File: src/rtl/coh_pkg.sv
// Shared coherency-bus types for the snoop response collector.
// Provides the core id type, the fixed core count, the collector FSM
// states, the combined response record and two small mask helpers.
package coh_pkg;

    localparam int NUM_CORES = 4;

    typedef logic [1:0] core_id_t;

    typedef enum logic [1:0] {
        IDLE    = 2'd0,
        COLLECT = 2'd1,
        RESP    = 2'd2
    } snp_state_t;

    typedef struct packed {
        logic     shared;
        logic     dirty;
        core_id_t owner_id;
        logic     timeout;
    } snp_resp_t;

    // Index of the lowest set bit; 0 when the mask is empty.
    function automatic core_id_t lowest_core(input logic [NUM_CORES-1:0] mask);
        core_id_t id;
        id = '0;
        for (int i = NUM_CORES - 1; i >= 0; i--) begin
            if (mask[i]) begin
                id = core_id_t'(i);
            end
        end
        return id;
    endfunction

    // True when more than one bit of the mask is set.
    function automatic logic multi_hot(input logic [NUM_CORES-1:0] mask);
        logic [NUM_CORES-1:0] one;
        one = {{(NUM_CORES-1){1'b0}}, 1'b1};
        return (mask & (mask - one)) != '0;
    endfunction

endpackage

File: src/rtl/snp_timeout_timer.sv
// Response-wait timer for the snoop collector.
// Loaded with TIMEOUT_CYCLES when a transaction is accepted, decremented
// once per waiting cycle; o_expire flags the final allowed cycle so the
// owner can force a response on that same edge.
module snp_timeout_timer #(
    parameter int TIMEOUT_CYCLES = 16
) (
    input  logic clk,
    input  logic rst_n,
    input  logic i_load,
    input  logic i_dec,
    output logic o_expire
);

    localparam int CNT_W = $clog2(TIMEOUT_CYCLES + 1);
    localparam logic [CNT_W-1:0] LOAD_VAL = CNT_W'(TIMEOUT_CYCLES);

    logic [CNT_W-1:0] r_count;

    // Load on accept, count down while waiting, park at zero otherwise
    always_ff @(posedge clk) begin
        if (!rst_n) begin
            r_count <= '0;
        end else if (i_load) begin
            r_count <= LOAD_VAL;
        end else if (i_dec && (r_count != '0)) begin
            r_count <= r_count - CNT_W'(1);
        end
    end

    assign o_expire = (r_count == CNT_W'(1));

endmodule

File: src/rtl/snoop_resp_collector.sv
// Snoop response collector for the 4-core coherency bus.
// Captures a broadcast, waits for snoop responses from every core except
// the requester (bounded by a timeout), then pulses one combined
// shared/dirty/owner response. Sticky flags report overlapping broadcasts
// and more than one dirty responder in a transaction.
// Optional: define SNOOP_COLLECT_PERF_EN to add 32-bit wrapping counters of
// responses, timed-out responses and dirty responses.
module snoop_resp_collector
    import coh_pkg::*;
#(
    parameter int ADDR_WIDTH     = 64,
    parameter int TIMEOUT_CYCLES = 16
) (
    input  logic                  clk,
    input  logic                  rst_n,
    input  logic                  bus_valid,
    input  logic [ADDR_WIDTH-1:0] bus_addr,
    input  logic                  bus_type,
    input  logic [1:0]            granted_core_id,
    input  logic [NUM_CORES-1:0]  snp_valid,
    input  logic [NUM_CORES-1:0]  snp_shared,
    input  logic [NUM_CORES-1:0]  snp_dirty,
    output logic                  resp_valid,
    output logic [1:0]            resp_core_id,
    output logic [ADDR_WIDTH-1:0] resp_addr,
    output logic                  resp_type,
    output logic                  resp_shared,
    output logic                  resp_dirty,
    output logic [1:0]            resp_owner_id,
    output logic                  resp_timeout,
    output logic                  err_multi_dirty,
    output logic                  err_overrun
`ifdef SNOOP_COLLECT_PERF_EN
    ,
    output logic [31:0]           perf_txn_cnt,
    output logic [31:0]           perf_timeout_cnt,
    output logic [31:0]           perf_dirty_cnt
`endif
);

    // ------------------------------------------------------------------
    // State and captured transaction
    // ------------------------------------------------------------------
    snp_state_t            r_state;
    snp_state_t            w_state_next;
    logic                  r_bus_valid_q;
    core_id_t              r_req_id;
    logic [ADDR_WIDTH-1:0] r_addr;
    logic                  r_type;
    logic [NUM_CORES-1:0]  r_expected;
    logic [NUM_CORES-1:0]  r_received;
    logic                  r_shared_acc;
    logic                  r_dirty_acc;
    core_id_t              r_owner;

    // Registered response outputs, held between responses
    logic                  r_resp_valid;
    core_id_t              r_resp_core_id;
    logic [ADDR_WIDTH-1:0] r_resp_addr;
    logic                  r_resp_type;
    snp_resp_t             r_resp;
    logic                  r_err_multi_dirty;
    logic                  r_err_overrun;

    // Combinational helpers
    logic                  w_start;
    logic                  w_collecting;
    logic [NUM_CORES-1:0]  w_expected_init;
    logic [NUM_CORES-1:0]  w_new;
    logic [NUM_CORES-1:0]  w_new_dirty;
    logic [NUM_CORES-1:0]  w_received_next;
    logic                  w_all_in;
    logic                  w_shared_next;
    logic                  w_dirty_next;
    core_id_t              w_owner_next;
    logic                  w_multi_dirty_hit;
    logic                  w_load;
    logic                  w_dec;
    logic                  w_expire;
    logic                  w_enter_resp;
    logic                  w_timeout;

    // A start is a rising edge of bus_valid, since the bus holds it high
    // for several cycles per transaction.
    assign w_start      = bus_valid & ~r_bus_valid_q;
    assign w_collecting = (r_state == COLLECT);

    genvar gi;
    generate
        for (gi = 0; gi < NUM_CORES; gi++) begin : g_core
            // Everyone but the requester owes a response.
            assign w_expected_init[gi] = (granted_core_id != core_id_t'(gi));
            // Only first responses from expected cores count.
            assign w_new[gi]       = w_collecting & snp_valid[gi] & r_expected[gi] & ~r_received[gi];
            assign w_new_dirty[gi] = w_new[gi] & snp_dirty[gi];
        end
    endgenerate

    assign w_received_next = r_received | w_new;
    assign w_all_in        = (w_received_next == r_expected);
    assign w_shared_next   = r_shared_acc | (|(w_new & snp_shared));
    assign w_dirty_next    = r_dirty_acc | (|w_new_dirty);
    // The first dirty responder keeps ownership; among simultaneous new
    // dirty responders the lowest index wins.
    assign w_owner_next    = r_dirty_acc ? r_owner : lowest_core(w_new_dirty);
    assign w_multi_dirty_hit = (|w_new_dirty) & (r_dirty_acc | multi_hot(w_new_dirty));

    snp_timeout_timer #(
        .TIMEOUT_CYCLES (TIMEOUT_CYCLES)
    ) u_timer (
        .clk      (clk),
        .rst_n    (rst_n),
        .i_load   (w_load),
        .i_dec    (w_dec),
        .o_expire (w_expire)
    );

    // State register
    always_ff @(posedge clk) begin
        if (!rst_n) begin
            r_state <= IDLE;
        end else begin
            r_state <= w_state_next;
        end
    end

    // Next-state logic; completion takes priority over timeout
    always_comb begin
        w_state_next = r_state;
        w_load       = 1'b0;
        w_dec        = 1'b0;
        w_enter_resp = 1'b0;
        w_timeout    = 1'b0;
        case (r_state)
            IDLE: begin
                if (w_start) begin
                    w_load       = 1'b1;
                    w_state_next = COLLECT;
                end
            end
            COLLECT: begin
                if (w_all_in) begin
                    w_enter_resp = 1'b1;
                    w_state_next = RESP;
                end else begin
                    w_dec = 1'b1;
                    if (w_expire) begin
                        w_enter_resp = 1'b1;
                        w_timeout    = 1'b1;
                        w_state_next = RESP;
                    end
                end
            end
            RESP: begin
                w_state_next = IDLE;
            end
            default: begin
                w_state_next = IDLE;
            end
        endcase
    end

    // Transaction capture in IDLE and response accumulation in COLLECT
    always_ff @(posedge clk) begin
        if (!rst_n) begin
            r_bus_valid_q <= 1'b0;
            r_req_id      <= '0;
            r_addr        <= '0;
            r_type        <= 1'b0;
            r_expected    <= '0;
            r_received    <= '0;
            r_shared_acc  <= 1'b0;
            r_dirty_acc   <= 1'b0;
            r_owner       <= '0;
        end else begin
            r_bus_valid_q <= bus_valid;
            if ((r_state == IDLE) && w_start) begin
                r_req_id     <= granted_core_id;
                r_addr       <= bus_addr;
                r_type       <= bus_type;
                r_expected   <= w_expected_init;
                r_received   <= '0;
                r_shared_acc <= 1'b0;
                r_dirty_acc  <= 1'b0;
                r_owner      <= '0;
            end else if (w_collecting) begin
                r_received   <= w_received_next;
                r_shared_acc <= w_shared_next;
                r_dirty_acc  <= w_dirty_next;
                r_owner      <= w_owner_next;
            end
        end
    end

    // Response outputs load on the edge into RESP so they are valid during
    // the RESP cycle and hold afterwards
    always_ff @(posedge clk) begin
        if (!rst_n) begin
            r_resp_valid   <= 1'b0;
            r_resp_core_id <= '0;
            r_resp_addr    <= '0;
            r_resp_type    <= 1'b0;
            r_resp         <= '0;
        end else begin
            r_resp_valid <= w_enter_resp;
            if (w_enter_resp) begin
                r_resp_core_id  <= r_req_id;
                r_resp_addr     <= r_addr;
                r_resp_type     <= r_type;
                r_resp.shared   <= w_shared_next;
                r_resp.dirty    <= w_dirty_next;
                r_resp.owner_id <= w_owner_next;
                r_resp.timeout  <= w_timeout;
            end
        end
    end

    // Sticky error flags, cleared only by reset
    always_ff @(posedge clk) begin
        if (!rst_n) begin
            r_err_multi_dirty <= 1'b0;
            r_err_overrun     <= 1'b0;
        end else begin
            if (w_multi_dirty_hit) begin
                r_err_multi_dirty <= 1'b1;
            end
            if (w_start && (r_state != IDLE)) begin
                r_err_overrun <= 1'b1;
            end
        end
    end

    assign resp_valid      = r_resp_valid;
    assign resp_core_id    = r_resp_core_id;
    assign resp_addr       = r_resp_addr;
    assign resp_type       = r_resp_type;
    assign resp_shared     = r_resp.shared;
    assign resp_dirty      = r_resp.dirty;
    assign resp_owner_id   = r_resp.owner_id;
    assign resp_timeout    = r_resp.timeout;
    assign err_multi_dirty = r_err_multi_dirty;
    assign err_overrun     = r_err_overrun;

`ifdef SNOOP_COLLECT_PERF_EN
    logic [31:0] r_perf_txn_cnt;
    logic [31:0] r_perf_timeout_cnt;
    logic [31:0] r_perf_dirty_cnt;

    // Free-running wrapping event counters driven by the response pulse
    always_ff @(posedge clk) begin
        if (!rst_n) begin
            r_perf_txn_cnt     <= '0;
            r_perf_timeout_cnt <= '0;
            r_perf_dirty_cnt   <= '0;
        end else if (r_resp_valid) begin
            r_perf_txn_cnt <= r_perf_txn_cnt + 32'd1;
            if (r_resp.timeout) begin
                r_perf_timeout_cnt <= r_perf_timeout_cnt + 32'd1;
            end
            if (r_resp.dirty) begin
                r_perf_dirty_cnt <= r_perf_dirty_cnt + 32'd1;
            end
        end
    end

    assign perf_txn_cnt     = r_perf_txn_cnt;
    assign perf_timeout_cnt = r_perf_timeout_cnt;
    assign perf_dirty_cnt   = r_perf_dirty_cnt;
`endif

endmodule

File: config.mk
export PLATFORM = sky130hd
export DESIGN_NAME = snoop_resp_collector
export DESIGN_NICKNAME = d
export VERILOG_FILES = /design/src/rtl/coh_pkg.sv /design/src/rtl/snp_timeout_timer.sv /design/src/rtl/snoop_resp_collector.sv
export SDC_FILE = /design/constraint.sdc
export NUM_CORES = 1
export LEC_CHECK = 0
export ABC_AREA = 1
export ABC_CLOCK_PERIOD_IN_PS = 4210
export BUFFER_PORTS_ARGS = -buffer_cell sky130_fd_sc_hd__buf_2
export CAP_MARGIN = 20
export CORE_AREA = 3 3 109 111
export DETAILED_ROUTE_END_ITERATION = 10
export DIE_AREA = 0 0 112 114
export GPL_ROUTABILITY_DRIVEN = 0
export PLACE_DENSITY = 0.84
export SETUP_SLACK_MARGIN = 0.02
export SYNTH_ARGS = -nofsm -noshare
export SYNTH_HDL_FRONTEND = slang
export SYNTH_SLANG_ARGS = --single-unit
File: constraint.sdc
create_clock -name clk -period 4.21 [get_ports clk]
set_clock_uncertainty 0.2 [all_clocks]
set_input_delay 0.421 -clock clk [delete_from_list [all_inputs] [get_ports clk]]
set_output_delay 0.421 -clock clk [all_outputs]
set_load 0.02 [all_outputs]
== Word level (Yosys, flattened, before mapping) ==
Cells that the tools add are included.

* Output and inout port bits: 75
* Flip-flop bits (word level): 162
* Logic and storage cells: 96

* Add/sub/neg operators: 2
* Equality and inequality tests: 8
* Bitwise gates (word level): 30
* Reduce and logical (&&, ||, !) cells: 14
* Multiplexer cells: 20

{| class="wikitable"
|+ Operator list
! cell !! count
|-
| $and 1x1->1 || 18
|-
| $mux 2 || 8
|-
| $mux 5 || 2
|-
| $mux 1 || 9
|-
| $and 4x4->4 || 2
|-
| $reduce_or 4->1 || 2
|-
| $ne 2x2->1 const B || 3
|-
| $not 1->1 || 6
|-
| $reduce_bool 2->1 || 3
|-
| $eq 5x1->1 const B || 1
|-
| $reduce_bool 5->1 || 1
|-
| $sub 5x1->5 const B || 1
|-
| $eq 4x4->1 || 1
|-
| $or 4x4->4 || 1
|-
| $pmux 2 s2 || 1
|-
| $reduce_bool 4->1 || 1
|-
| $reduce_or 2->1 || 2
|-
| $sub 4x1->4 const B || 1
|-
| $logic_and 1x1->1 || 3
|-
| $ne 3x1->1 const B || 1
|-
| $or 1x1->1 || 3
|-
| $eq 2x1->1 const B || 1
|-
| $logic_not 2->1 || 1
|-
| $ne 2x1->1 const B || 1
|-
| $reduce_and 2->1 || 1
|}

== Depth between registers and ports, before layout ==
* Word-level depth: 11
* Gate-level depth with buffers: 11

== By module ==
A second synthesis with hierarchy kept.

* Cells, all modules: 787
* Area total of the unflattened synthesis: 6052.1 µm²

{| class="wikitable"
|+ Modules (own cells, without submodules)
! module !! cells each !! instances !! area an instance (µm²) !! sequential area each (µm²)
|-
| snoop_resp_collector || 747 || 1 || 5768.0 || 3143.0
|-
| snp_timeout_timer || 40 || 1 || 284.0 || 100.1
|}

== Least setup slack after synthesis ==
Ideal clock, no wire load.

* Kind: input port to flip-flop
* Start: in snp_valid[0]
* End: reg r_resp_addr[46], in the netlist resp_addr[46]
* Arrival time: 1350 ps
* Stages on the path: 10
* Data required time: 3871 ps
* Setup slack: 2521 ps
* Library setup time: 139 ps
* Path through: nand3_1 nand3_1 nand2_1 nor2_2 nand2_4 nand2_8 nand2_8 buf_6 nand2_2 a21oi_2

* Word-level cells in the longest chain between the ends: 7

{| class="wikitable"
|+ Ends and longest elaborated chain
! element !! line !! text
|-
| start, declared || snoop_resp_collector.sv:20 || <nowiki>input logic [NUM_CORES-1:0] snp_valid,</nowiki>
|-
| $and 1x1->1 (3 in a row) || snoop_resp_collector.sv:94 || <nowiki>assign w_new[gi] = w_collecting & snp_valid[gi] & r_expected[gi] & ~r_received[gi];</nowiki>
|-
| $or 4x4->4 || snoop_resp_collector.sv:99 || <nowiki>assign w_received_next = r_received | w_new;</nowiki>
|-
| $eq 4x4->1 || snoop_resp_collector.sv:100 || <nowiki>assign w_all_in = (w_received_next == r_expected);</nowiki>
|-
| $mux 1 || snoop_resp_collector.sv:142 || <nowiki>if (w_all_in) begin</nowiki>
|-
| $mux 1 || snoop_resp_collector.sv:134 || <nowiki>case (r_state)</nowiki>
|-
| end signal, assigned || snoop_resp_collector.sv:208 || <nowiki>r_resp_addr <= r_addr;</nowiki>
|-
| end, declared || snoop_resp_collector.sv:59 || <nowiki>logic [ADDR_WIDTH-1:0] r_resp_addr;</nowiki>
|}

No other way between the ends.
A chain may end at the register's enable or synchronous reset.

== Worst setup path after layout ==
* Start: reg r_state[1]
* End: reg r_resp, in the netlist resp_shared

* Word-level cells in the longest chain between the ends: 8
* Elaborated cells between the ends (all ways): 20
* Those cells by class: 2 x eq/ne; 2 x mux; 15 x bitwise; 1 x reduce/logical

{| class="wikitable"
|+ Ends and longest elaborated chain
! element !! line !! text
|-
| start, declared || snoop_resp_collector.sv:44 || <nowiki>snp_state_t r_state;</nowiki>
|-
| start signal, assigned || snoop_resp_collector.sv:123 || <nowiki>r_state <= w_state_next;</nowiki>
|-
| $eq 2x1->1 * || snoop_resp_collector.sv:86, snoop_resp_collector.sv:134 ||
|-
| $and 1x1->1 (3 in a row) || snoop_resp_collector.sv:94 ||
|-
| $or 4x4->4 || snoop_resp_collector.sv:99 ||
|-
| $eq 4x4->1 || snoop_resp_collector.sv:100 ||
|-
| $mux 1 || snoop_resp_collector.sv:142 ||
|-
| $mux 1 || snoop_resp_collector.sv:134 ||
|-
| end, declared || snoop_resp_collector.sv:61 || <nowiki>snp_resp_t r_resp;</nowiki>
|}

Every way passes the cells marked *; elsewhere a longest branch is shown, timed or not.

==> impl_metrics.toml <==
[clock_tree]
clk_latency_ns = 0.51
cts_tree = "done"
numCtsBuffers = 17
ctsHtreeMaxLevel = 4
cts_setup_buffers = 0
cts_num_sinks = 162
clkTransAtPathRegs_ns = 0.07
cts-root-buf = "clkbuf_8"
cts_resized = 0
cts_buffer_depth = 2

[power]
seqPwrFrac_pct = 45.5
clkPwrFrac_pct = 40.9
power_frac_comb_pct = 13.6
pwr_density_cell_nw_per_um2 = 456
ir_worst_vdd_mv = 0.259
p_sw_share_pct = 28.4
cellLeakagePower_uw = 0.00346
p_int_uw = 2640
power.switching_uw = 1050

[global_route]
grt_max_degree = 79
grt_pass1_wl_mm = 24.9
grt_remaining_overflow = 0
grt_pass1_vias = 5263
antenna_found_initial = 0
track_usage_pct = 23.4

[cells_and_area]
layout-drive-gt1-share_pct = 22.5
postLayoutCoreUtil_pct = 74.3
syn2layout_area_growth_pct = 30.4
nNetsFinal = 1055
n_antenna_cell = 0

[routing]
drc = 0
viasPerCell = 5.20
ant_nets = 0
num_vias = 5834
drt-initial-drc-count = 473
wl_per_cell_um = 13.8
wirelength_mm = 15.5
dr.pass1.iters = 5

[synth]
syn_avg_cell_area_sq_um = 7.97
synthesis.nets = 863
ys_warn_count = 0
synth_cell_types = 31
async_flop_share_pct = 0
syn_area_sq_um = 6200
synth_ff_type = "dfxtp_1"
postSynthCellCount = 778
ys_seq_elements = 162
synth-edff-count = 0
yosysSeqAreaShare_pct = 52.3

[sta]
fin_crit_sh_pct = 58.7
maxSlewViolCount = 0
worst_pin_slew_ns = 0.924
finalHoldViolations = 0
fmax_mhz = 404
post-route-min-period_ns = 2.47
setup_viol = 0
grt_setup_unrepaired = "no"
tns_ns = 0
slew_headroom_pct = 38.3

[critical_path]
crit_path_max_fanout = 73
cp-end-kind = "flip-flop"
crit_type = "reg2reg"
arrival_ns = 2.67
start_kind = "flip-flop"
crit_required_ns = 4.41

[run]
drv_cap = 0

[floorplanning]
num_rows = 38
start_util_pct = 57.0
io_pins = 157
core_sq_um = 10900
die_x_um = 112
die_h_um = 114
dieArea_sq_um = 12800

[run_status]
status = "completed"

[min_path]
hp-class = "in2reg"

[place]
io_buffers = 156
hpwl_mm = 8.86
[kinds of logic (layout without fill, tap and decap cells)]
| group | Yosys count | after routing | share of synthesized area [%] |
|---|---|---|---|
| simple gates | 369 | 369 | 25.6 |
| flops | 162 | 162 | 52.3 |
| compound gates | 159 | 159 | 13.6 |
| buf+inv | 82 | 287 | 7.44 |
| fa+ha+maj | 3 | 3 | 0.605 |
| xor+xnor | 3 | 3 | 0.424 |
[what timing repair did]
| action | CTS | global route |
|---|---|---|
| hold buffers | 66 | 0 |
| endpoints found under the hold margin | 67 | 0 |
| setup endpoints to repair | 0 | 0 |
[through the flow]
stage / cell area (sq um) / hold slack [ns] / total power, uW / std cells / worst slack, ns
after floorplan: 6200 / 0.220 / 2090 / 778 / 2.52
after global placement: 6840 / 0.236 / 2150 / 1025 / 1.76
after detailed placement: 6840 / 0.242 / 2160 / 1025 / 1.71
after CTS: 8090 / 0.0116 / 3710 / 1123 / 1.74
after global routing: 8090 / 0.0118 / 3850 / 1123 / 1.47
final: 8090 / 0.0158 / 3690 / 1123 / 1.74
[registers in the layout, indices dropped and copies added, names as in the netlist, 2 cells and up]
signal,count
r_addr,64
r_expected,4
u_timer.r_count,5
r_req_id,2
r_owner,2
resp_core_id,2
r_state,2
resp_owner_id,2
resp_addr,64
r_received,4
[worst max-delay path: stages (launching register included)]
cell and delay (ns):
dfxtp_1 0.32, inv_1 0.14, nand3_1 0.14, nand3_1 0.09
nand2_1 0.06, nor2_2 0.12, nand2_4 0.11, nand2_8 0.34
nand2_8 0.41, o21ai_0 0.30, nor2_1 0.05
[area by class of cell]
| cell class | count | area [sq um] |
|---|---|---|
| clock buffers | 18 | 428 |
| clock inverters | 14 | 160 |
| fillers | 821 | 2800 |
| inverters | 28 | 105 |
| multi-input cells | 534 | 2500 |
| flip-flops and latches | 162 | 3240 |
| well taps | 140 | 175 |
| repair buffers | 227 | 1480 |
[path summary, 6_finish.rpt]
check	start	to	slack (ns)	cells past startpoint
max	r_state[1]	resp_shared	1.74	10
min	bus_addr[48]	r_addr[48]	0.02	3
max reg2reg	r_state[1]	resp_shared	1.74	10
min reg2reg	r_req_id[1]	r_req_id[1]	0.25	2
[power by group through the flow]
stage / clock [uW] / combinational (uW) / sequential, uW
after detailed placement: 0 / 453 / 1710
after global routing: 1600 / 563 / 1690
after floorplan: 0 / 363 / 1720
after CTS: 1530 / 501 / 1680
final: 1510 / 502 / 1680
after global placement: 0 / 445 / 1710
[placed cells by master (no fill, tap or decap), types with 4 or more instances in the layout]
cell             n
nor2_1         162
nand4_1          4
nand2_1         93
clkbuf_16       16
buf_2          156
dfxtp_1        162
a21oi_2          8
inv_1           25
nor2_2           4
inv_8            4
nand2_2          9
dlygate4sd3_1   66
nand3_1         89
buf_4            5
a21oi_1         71
o21ai_0         73
inv_6            7
[metal layers]
metal / GRT usage, % / vias to the layer above / wire length (um)
li1: - / 2945 / -
met1: 31.3 / 2648 / 6830
met2: 39.1 / 217 / 7510
met3: 3.71 / 24 / 864
met4: 7.85 / 0 / 258
met5: 0 / - / 0
[Yosys cell counts, types with 4 or more instances]
cell	n	area, sq um
o21ai_0	73	365
nor2_1	162	608
inv_1	26	97.6
clkbuf_1	22	82.6
buf_2	15	75.1
buf_6	8	90.1
a21oi_2	8	70.1
nand2_1	94	353
a21oi_1	71	355
buf_8	6	90.1
nand3_1	89	445
nor2_2	4	25.0
nand4_1	4	25.0
nand2_2	8	50.1
dfxtp_1	162	3240
(Power assumes the default switching activity.)
